File: config.mk
export PLATFORM = sky130hd
export DESIGN_NAME = wb_arbiter
export DESIGN_NICKNAME = d
export VERILOG_FILES = /design/src/rtl/wb_arbiter.sv
export SDC_FILE = /design/constraint.sdc
export NUM_CORES = 1
export LEC_CHECK = 0
export CAP_MARGIN = 20
export CORE_MARGIN = 3
export CORE_UTILIZATION = 35
export CTS_BUF_LIST = sky130_fd_sc_hd__clkbuf_2 sky130_fd_sc_hd__clkbuf_4 sky130_fd_sc_hd__clkbuf_8
export DETAILED_ROUTE_END_ITERATION = 10
export GPL_TIMING_DRIVEN = 0
export PLACE_DENSITY = 0.78
export SLEW_MARGIN = 30
export SYNTH_ARGS = -nofsm -noshare
export SYNTH_HDL_FRONTEND = slang
export SYNTH_SLANG_ARGS = --single-unit
File: constraint.sdc
create_clock -name clk -period 2.06 [get_ports clk]
set_input_delay 0.412 -clock clk [delete_from_list [all_inputs] [get_ports clk]]
set_output_delay 0.412 -clock clk [all_outputs]
set_load 0.05 [all_outputs]
File: src/rtl/wb_arbiter.sv
// wb_arbiter: round-robin arbiter for the single regfile write port.
// Define WB_BYPASS_EN to add a forwarding path from the registered write.
module wb_arbiter #(
    parameter int XLEN = 32,
    parameter int AW   = 5
) (
    input  logic            clk,
    input  logic            rst,
    input  logic            wb_stall,
    input  logic            a_valid,
    output logic            a_ready,
    input  logic [AW-1:0]   a_rd_src,
    input  logic [XLEN-1:0] a_rd,
    input  logic            b_valid,
    output logic            b_ready,
    input  logic [AW-1:0]   b_rd_src,
    input  logic [XLEN-1:0] b_rd,
    output logic            reg_we,
    output logic [AW-1:0]   rd_src,
    output logic [XLEN-1:0] rd
`ifdef WB_BYPASS_EN
    ,
    input  logic [AW-1:0]   byp_rs1_src,
    input  logic [AW-1:0]   byp_rs2_src,
    output logic            byp_rs1_hit,
    output logic            byp_rs2_hit,
    output logic [XLEN-1:0] byp_rs1,
    output logic [XLEN-1:0] byp_rs2
`endif
);

    typedef enum logic {
        GNT_A = 1'b0,
        GNT_B = 1'b1
    } grant_e;

    grant_e          last_grant_q, last_grant_d;
    logic            reg_we_q, reg_we_d;
    logic [AW-1:0]   rd_src_q, rd_src_d;
    logic [XLEN-1:0] rd_q, rd_d;
    logic            a_hs, b_hs;

    // A wins unless B is also requesting and A had the previous grant
    always_comb begin
        a_ready = 1'b0;
        b_ready = 1'b0;
        if (!rst && !wb_stall) begin
            if (a_valid && (!b_valid || last_grant_q == GNT_B)) begin
                a_ready = 1'b1;
            end else if (b_valid) begin
                b_ready = 1'b1;
            end
        end
    end

    assign a_hs = a_valid & a_ready;
    assign b_hs = b_valid & b_ready;

    // x0 writes are accepted and steer round-robin, but never reach the regfile
    always_comb begin
        last_grant_d = last_grant_q;
        reg_we_d     = 1'b0;
        rd_src_d     = rd_src_q;
        rd_d         = rd_q;
        if (a_hs) begin
            last_grant_d = GNT_A;
            reg_we_d     = (a_rd_src != '0);
            rd_src_d     = a_rd_src;
            rd_d         = a_rd;
        end else if (b_hs) begin
            last_grant_d = GNT_B;
            reg_we_d     = (b_rd_src != '0);
            rd_src_d     = b_rd_src;
            rd_d         = b_rd;
        end
    end

    always_ff @(posedge clk) begin
        if (rst) begin
            last_grant_q <= GNT_B;
            reg_we_q     <= 1'b0;
            rd_src_q     <= '0;
            rd_q         <= '0;
        end else begin
            last_grant_q <= last_grant_d;
            reg_we_q     <= reg_we_d;
            rd_src_q     <= rd_src_d;
            rd_q         <= rd_d;
        end
    end

    assign reg_we = reg_we_q;
    assign rd_src = rd_src_q;
    assign rd     = rd_q;

`ifdef WB_BYPASS_EN
    assign byp_rs1_hit = reg_we_q && (rd_src_q == byp_rs1_src) && (byp_rs1_src != '0);
    assign byp_rs2_hit = reg_we_q && (rd_src_q == byp_rs2_src) && (byp_rs2_src != '0);
    assign byp_rs1     = rd_q;
    assign byp_rs2     = rd_q;
`endif

endmodule

==> results of run 1 <==
cell families (layout without fill, tap and decap cells):
logic type	after synthesis	in the layout
buffers and inverters	25	152
AO/OA/AOI/OAI	39	39
flip-flops	39	39
AND/OR/NAND/NOR	123	123
worst paths after layout:
check | slack, ps | cells past startpoint | from | to
hold reg to reg | 490 | 2 | rd[29] | rd[29]
hold / removal | 490 | 2 | rd[29] | rd[29]
setup reg to reg | 410 | 5 | last_grant_q | rd_src[2]
setup / recovery | 40 | 6 | rst | a_ready
timing repair:
action	4_1_cts	5_1_grt
buffers inserted	4	0
gates resized for setup	30	1
pin swaps	2	1
setup endpoints to repair	6	1
where the power goes:
group	switching, mW	internal, mW	leakage [nW]
sequential	0.0280	0.807	0.320
clock	0.265	0.319	0.0549
combinational	0.338	0.278	0.719
total	0.631	1.40	1.09
through the flow:
stage	setup WS, ps	utilization, %	instances	area (um^2)
final	42.33	66.15	420	3228
after detailed placement	-1164	63.51	411	3099
after global routing	6.242	66.15	420	3228
after CTS	12.50	66.26	420	3233
after floorplan	125.8	-	226	1834
after global placement	-1173	63.51	411	3099
registers in the layout, summed over array words and instances, names as in the netlist:
signal        cells
rd               32
last_grant_q      1
reg_we            1
rd_src            5
metal layers:
| layer | track usage [%] | wire length (um) | up-vias | part of all wire, % |
|---|---|---|---|---|
| li1 | - | - | 1070 | - |
| met1 | 26.09 | 2887 | 993 | 45 |
| met2 | 33.30 | 2892 | 104 | 45 |
| met3 | 6.995 | 573 | 6 | 9.0 |
| met4 | 5.245 | 48 | 0 | 0.75 |
| met5 | 0 | 0 | - | 0 |
worst max-delay path, stage by stage:
cell	delay, ps
clkdlybuf4s15_2	210
or3b_4	380
or2_4	250
buf_12	130
clkinvlp_4	70
buf_8	140
area by class of cell:
type / count / share of cell area (%)
tap: 67 / 2.597
inverter: 1 / 0.2326
multi-input combinational: 162 / 29.11
timing repair buffer: 122 / 37.60
clock buffer: 8 / 3.217
sequential: 39 / 24.19
buffer: 21 / 3.062
cell usage in the layout (no fill, tap or decap):
| cell | n |
|---|---|
| buf_4 | 4 |
| nor2b_1 | 1 |
| clkinvlp_4 | 1 |
| buf_1 | 1 |
| buf_2 | 3 |
| buf_6 | 1 |
| or3b_4 | 2 |
| buf_12 | 1 |
| a311oi_1 | 29 |
| or2_4 | 1 |
| dfxtp_1 | 39 |
| clkdlybuf4s50_1 | 112 |
| clkbuf_8 | 7 |
| clkdlybuf4s15_2 | 2 |
| nand2_1 | 75 |
| o2bb2ai_1 | 1 |
| nor3b_1 | 1 |
| nor2_1 | 3 |
| clkbuf_2 | 1 |
| nor3_1 | 39 |
| clkbuf_1 | 16 |
| dlygate4sd2_1 | 1 |
| or4_1 | 1 |
| clkbuf_4 | 1 |
| a311oi_2 | 8 |
| buf_8 | 1 |
| a21oi_4 | 1 |
==> summary.txt, run 1 <==
Worst setup path
  – Crit. End Element: output port
  – Req. time, crit path: 1650 ps
  – Arrival @ worst endpoint: 1610 ps
  – Highest fanout seen on the critical path: 5
  – Crit Path Class: input pin to output port
  – Startpoint types: input pin

STA
  – Final hold violations: 0
  – Final setup vio count: 0
  – Final Slew Violations: 0
  – Setup TNS: 0 ps
  – Rel. slew slack: 58.72%
  – Min Hold Slack: between 400 and 500 ps
  – Pin slew with the least headroom to its limit: 619.2 ps
  – Post-layout minimum cycle time: between 2000 and 2500 ps
  – Final worst path period share: 97.95%
  – Unrepaired setup endpoints after global routing: false
  – Max Fclk: 0.4956 GHz
  – Worst Skew: around 6.4 ps

Logic synthesis
  – Asr flop ratio synth: 0%
  – Syn avg cell area: 8.050 um^2
  – Synth area leader: dfxtp_1
  – Multiplexer share of the synthesized area: 0%
  – Cell Area, Synth: about 1800 um^2
  – Post-synthesis xor/xnor area fraction: 0%
  – #FFs+latches synth: 39
  – Register area share after synthesis: a little over two fifths
  – Cells after synthesis: roughly 230
  – Adder-Cell Fraction of Synth Area: 0%
  – Top_reg_cell synth: dfxtp_1
  – Number of flops mapped to enable cells by yosys: 0
  – Top post-synthesis cells by area: dfxtp_1 43%, nand2_1 15%, a311oi_1 14%
  – Most common cell in the synthesized netlist: nand2_1
  – Most frequent cells after synthesis: 75 x nand2_1, 39 x dfxtp_1, 39 x nor3_1, 29 x a311oi_1, 16 x clkbuf_1
  – Synth top area share: 42.92%
  – Cell variety after synth: 20
  – Largest family of logic cells by synthesized area: simple AND/OR/NAND/NOR gates
  – Synth Warn #: 0
  – Synth Area in Simple Gates: 29.30%
  – Synth Area in Compound Gates: 21.32%
  – Post-Synthesis Net Count: 305

Clock network
  – Clock Sinks: 39
  – Worst-path clk slew: around 80 ps
  – Hold Buf Count CTS: 0
  – CTS buffer count: 5
  – Clock latency on the worst-skew pair: 290 ps
  – Clock root cell: clkbuf_8
  – CTS tree: done
  – Clock Path Buffers: 2
  – CTS H-tree depth: 2

Floorplan
  – Rows: 25
  – IO Count: around 120
  – Die Wd: just under 80 um
  – Die height: 78.10 um
  – Initial cell density of the core: roughly 37%
  – Full die area: 6099 um^2
  – Core Region: 4880 um^2

Routing
  – Post-DRT Antenna Nets: 0
  – DRT Pass-1 Iters: 4
  – Final wirelength: 6401 um
  – # DRC: 0
  – Avg WL per Cell: roughly 15 um
  – DR iter-0 viols: 108
  – Vias: ~2200
  – Vias per std cell: 5.174

Cells and area
  – Fraction of layout instances using a drive strength above 1: 9.632%
  – # nets final: 431
  – Area Overhead vs Synth: 77.44%
  – Fill cells: 470
  – Reg area: around 800 um^2
  – Antenna cells: 0
  – Area of the multi-input gates: 939.7 um^2

Power and ir drop
  – Worst vdd rail ir drop: around 300 uV
  – Pwr per Cell Area: between 600 and 700 nW/um^2
  – Static Leak: 1.094 nW
  – Tot Pwr: 2.035 mW

Global route
  – Largest net degree at the start of global routing: 19
  – Vias in the first global route: 2128
  – Grt total ovfl: 0
  – Gr usage total: 20.51%
  – Initial antenna violation count: 0
  – First-pass GRT wire length: 10150 um

Placement
  – DP HPWL: 4598 um
  – IO buf count: 118
  – Final RePlAce weighted congestion: 0.7379

Run status
  – Status: finished, final reports clean

Worst hold path
  – Hold Path Class: flop to flop

Flow run
  – Max_cap viols: 0
(Power assumes the default switching activity.)
==> inputs of run 2 (changes only) <==
--- a/config.mk
+++ b/config.mk
@@ -5,13 +5,15 @@
 export SDC_FILE = /design/constraint.sdc
 export NUM_CORES = 1
 export LEC_CHECK = 0
+export ABC_AREA = 1
 export CAP_MARGIN = 20
 export CORE_MARGIN = 3
 export CORE_UTILIZATION = 35
 export CTS_BUF_LIST = sky130_fd_sc_hd__clkbuf_2 sky130_fd_sc_hd__clkbuf_4 sky130_fd_sc_hd__clkbuf_8
+export CTS_CLUSTER_SIZE = 28
 export DETAILED_ROUTE_END_ITERATION = 10
 export GPL_TIMING_DRIVEN = 0
-export PLACE_DENSITY = 0.78
+export PLACE_DENSITY = 0.69
 export SLEW_MARGIN = 30
 export SYNTH_ARGS = -nofsm -noshare
 export SYNTH_HDL_FRONTEND = slang
==> summary.txt, run 2 <==
Global route
  – Met1 Track Usage GR: 24.20% (was 26.09%)
  – First-pass GRT wire length: 13280 um (was 10150 um)
  – Gr usage total: 18.99% (was 20.51%)
  – M3 GR Usage: 4.023% (was 6.995%)
  – Initial antenna violation count: 0 (unchanged)
  – Met2 usage: 32.93% (was 33.30%)
  – Grt total ovfl: 0 (unchanged)
  – Largest net degree at the start of global routing: 20 (was 19)
  – Vias in the first global route: 2698 (was 2128)
  – Gr busiest metal: met2 (unchanged)

Routing
  – Avg WL per Cell: 12.32 um (was 15.24 um)
  – Final wirelength: 8092 um (was 6401 um)
  – DRT Pass-1 Iters: 5 (was 4)
  – Vias: 3012 (was 2173)
  – Vias per std cell: 4.584 (was 5.174)
  – DR iter-0 viols: 120 (was 108)
  – Post-DRT Antenna Nets: 0 (unchanged)
  – # DRC: 0 (unchanged)

Clock network
  – CTS H-tree depth: 2 (unchanged)
  – Clock root cell: clkbuf_8 (unchanged)
  – CTS tree: done (unchanged)
  – Clock Sinks: 39 (unchanged)
  – Clock latency on the worst-skew pair: 280 ps (was 290 ps)
  – CTS buffer count: 5 (unchanged)
  – Worst-path clk slew: 80 ps (about the same)
  – Hold Buf Count CTS: 0 (unchanged)
  – Clock Path Buffers: 2 (unchanged)

Power and ir drop
  – Static Leak: 2.145 nW (was 1.094 nW)
  – Tot Pwr: 2.185 mW (was 2.035 mW)
  – Worst vdd rail ir drop: 261.8 uV (was 303.0 uV)
  – Pwr per Cell Area: 536.4 nW/um^2 (was 630.3 nW/um^2)

Worst setup path
  – Slowest stage delay, CP: 540 ps (was 380 ps)
  – R2r setup slk: 740 ps (was 410 ps)
  – Crit. End Element: output port (unchanged)
  – Req. time, crit path: 1650 ps (about the same)
  – Slowest stage cell on the critical path: clkdlybuf4s50_1 (was or3b_4)
  – Startpoint types: input pin (unchanged)
  – Reg-to-Reg Start: last_grant_q (unchanged)
  – CP most frequent cell: nand2_1
  – Arrival @ worst endpoint: 1560 ps (was 1610 ps)
  – Cell chain of the critical path: clkdlybuf4s50_1 > buf_4 > nand2_1 > nand2_1 > inv_1 > buf_6 (was clkdlybuf4s15_2 > or3b_4 > or2_4 > buf_12 > clkinvlp_4 > buf_8)
  – Crit Path Class: input pin to output port (unchanged)
  – Highest fanout seen on the critical path: 10 (was 5)
  – Critical R2R Capture: rd[0] (was rd_src[2])
  – Worst Reg-to-Reg Cells: 8 (was 5)

Cells and area
  – Final core occ: 55.85% (was 66.15%)
  – Largest register FFs: 32 (unchanged)
  – Antenna cells: 0 (unchanged)
  – Area Overhead vs Synth: 53.39% (was 77.44%)
  – Fraction of layout instances using a drive strength above 1: 8.602% (was 9.632%)
  – # nets final: 636 (was 431)
  – Final instance count without filler cells: 657 (was 420)
  – Commonest non-fill, non-tap cell in the layout: nand2_1 (was clkdlybuf4s50_1)
  – Commonest cells after routing, fill and taps aside: 115 x nand2_1, 113 x clkdlybuf4s50_1, 81 x inv_1 (was 112 x clkdlybuf4s50_1, 75 x nand2_1, 39 x nor3_1, 39 x dfxtp_1, 29 x a311oi_1)

Logic synthesis
  – Asr flop ratio synth: 0% (unchanged)
  – Cells after synthesis: 432 (was 226)
  – Synth area leader: dfxtp_1 (unchanged)
  – #FFs+latches synth: 39 (unchanged)
  – Synth top area share: 29.41% (was 42.92%)
  – Most common cell in the synthesized netlist: nand2_1 (unchanged)
  – Register area share after synthesis: 29.41% (was 42.92%)
  – Cell Area, Synth: 2655 um^2 (was 1819 um^2)
  – Post-Synthesis Net Count: 511 (was 305)
  – Top_reg_cell synth: dfxtp_1 (unchanged)
  – Top post-synthesis cells by area: dfxtp_1 29%, nand2_1 17%, inv_1 11% (was dfxtp_1 43%, nand2_1 15%, a311oi_1 14%)
  – Most frequent cells after synthesis: 117 x nand2_1, 81 x inv_1, 41 x nor2_1, 39 x dfxtp_1, 37 x nand4_1 (was 75 x nand2_1, 39 x dfxtp_1, 39 x nor3_1, 29 x a311oi_1, 16 x clkbuf_1)
  – Synth Warn #: 0 (unchanged)
  – Syn avg cell area: 6.146 um^2 (was 8.050 um^2)
  – Number of flops mapped to enable cells by yosys: 0 (unchanged)
  – Cell variety after synth: 16 (was 20)

STA
  – Final setup vio count: 0 (unchanged)
  – Post-layout minimum cycle time: 1970 ps (was 2018 ps)
  – Unrepaired setup endpoints after global routing: false (unchanged)
  – Final worst path period share: 95.63% (was 97.95%)
  – Worst Skew: 3.427 ps (was 6.366 ps)
  – Final hold violations: 0 (unchanged)
  – Final Slew Violations: 0 (unchanged)
  – Rel. slew slack: 64.22% (was 58.72%)
  – Max Fclk: 0.5076 GHz (was 0.4956 GHz)
  – Pin slew with the least headroom to its limit: 535.0 ps (was 619.2 ps)

Placement
  – Placed Cells: 649 (was 411)
  – Final RePlAce weighted congestion: 0.8140 (was 0.7379)
  – DP HPWL: 6052 um (was 4598 um)
  – IO buf count: 118 (unchanged)

Floorplan
  – Die height: 93.10 um (was 78.10 um)
  – Initial cell density of the core: 36.41% (was 37.28%)
  – Core Region: 7292 um^2 (was 4880 um^2)
  – Die Wd: 93.10 um (was 78.10 um)
  – Rows: 31 (was 25)
  – IO Count: 119 (unchanged)
  – Full die area: 8667 um^2 (was 6099 um^2)

Worst hold path
  – Cell count of the worst hold path: 4 (was 2)
  – Hold Path Class: flop to flop (unchanged)
  – Worst Hold Launch: rd[24] (was rd[29])
  – Hold path endpoint: rd[24] (was rd[29])

Flow run
  – Max_cap viols: 0 (unchanged)

Run status
  – Status: finished, final reports clean (unchanged)
run 2: cell types whose count changed in the layout (fill, tap and decap cells not counted), sizes merged, moves of 35 or more:
cell    change
nand3      +42
nor2       +39
inv        +82
nand2      +42
nor3       -39
a311oi     -37
nand3b     +35
nand4      +37
run 2: cell families (layout without fill, tap and decap cells):
group	count (synthesis)	after routing	share of synthesized area (%)
AO/OA/AOI/OAI	2	2	0.3770
buffers and inverters	118	244	19.42
flip-flops	39	39	29.41
AND/OR/NAND/NOR	273	273	50.80
run 2: area by class of cell:
type | instances | area (um^2)
fill | 774 | 3219
multi-input combinational | 275 | 1371
timing repair buffer | 119 | 1191
sequential | 39 | 780.7
inverter | 82 | 307.8
buffer | 35 | 209.0
tap | 99 | 123.9
clock buffer | 7 | 83.83
clock inverter | 1 | 5.005
run 2: worst max path at each step:
stage	startpoint	end	slack, ps	cells past startpoint
final	a_valid	b_ready	90	6
after global routing	a_valid	b_ready	20	6
after detailed placement	rst	a_ready	-740	7
after CTS	a_valid	b_ready	20	6
after global placement	rst	a_ready	-730	7
after floorplan	rst	b_ready	450	6
run 2: timing repair:
item | in CTS | in global routing
endpoints found under the hold margin | 0 | 0
buffers inserted | 1 | 0
resized for setup | 22 | 3
pin swaps | 1 | 0
endpoints found under the setup margin | 2 | 1
run 2: per-stage QoR:
step / TNS, ps / setup WS, ps / instance area (um^2) / hold WS, ps
floorplan: 0 / 452.7 / 2655 / 492.7
global placement: -1407 / -730.9 / 3960 / 513.7
detailed placement: -1434 / -740.3 / 3960 / 518.7
CTS: 0 / 21.76 / 4068 / 541.9
global route: 0 / 19.58 / 4073 / 579.1
finish: 0 / 90.01 / 4073 / 540.2
run 2: power by group:
| part | leakage [nW] | internal (mW) | switching (mW) |
|---|---|---|---|
| clock | 0.0491 | 0.264 | 0.253 |
| combinational | 1.77 | 0.357 | 0.468 |
| sequential | 0.321 | 0.814 | 0.0292 |
run 2: routing by layer:
layer | up-vias | part of all wire [%] | wire length, um
met5 | - | 0 | 0
met4 | 0 | 0.59 | 48
met3 | 2 | 5.6 | 454
met2 | 97 | 49 | 3965
met1 | 1320 | 45 | 3623
li1 | 1593 | - | -
run 2: critical path: cells and delay by family:
family / cells / cell delay [ps]
buffers and inverters: 4 / 960
AND/OR/NAND/NOR: 2 / 170
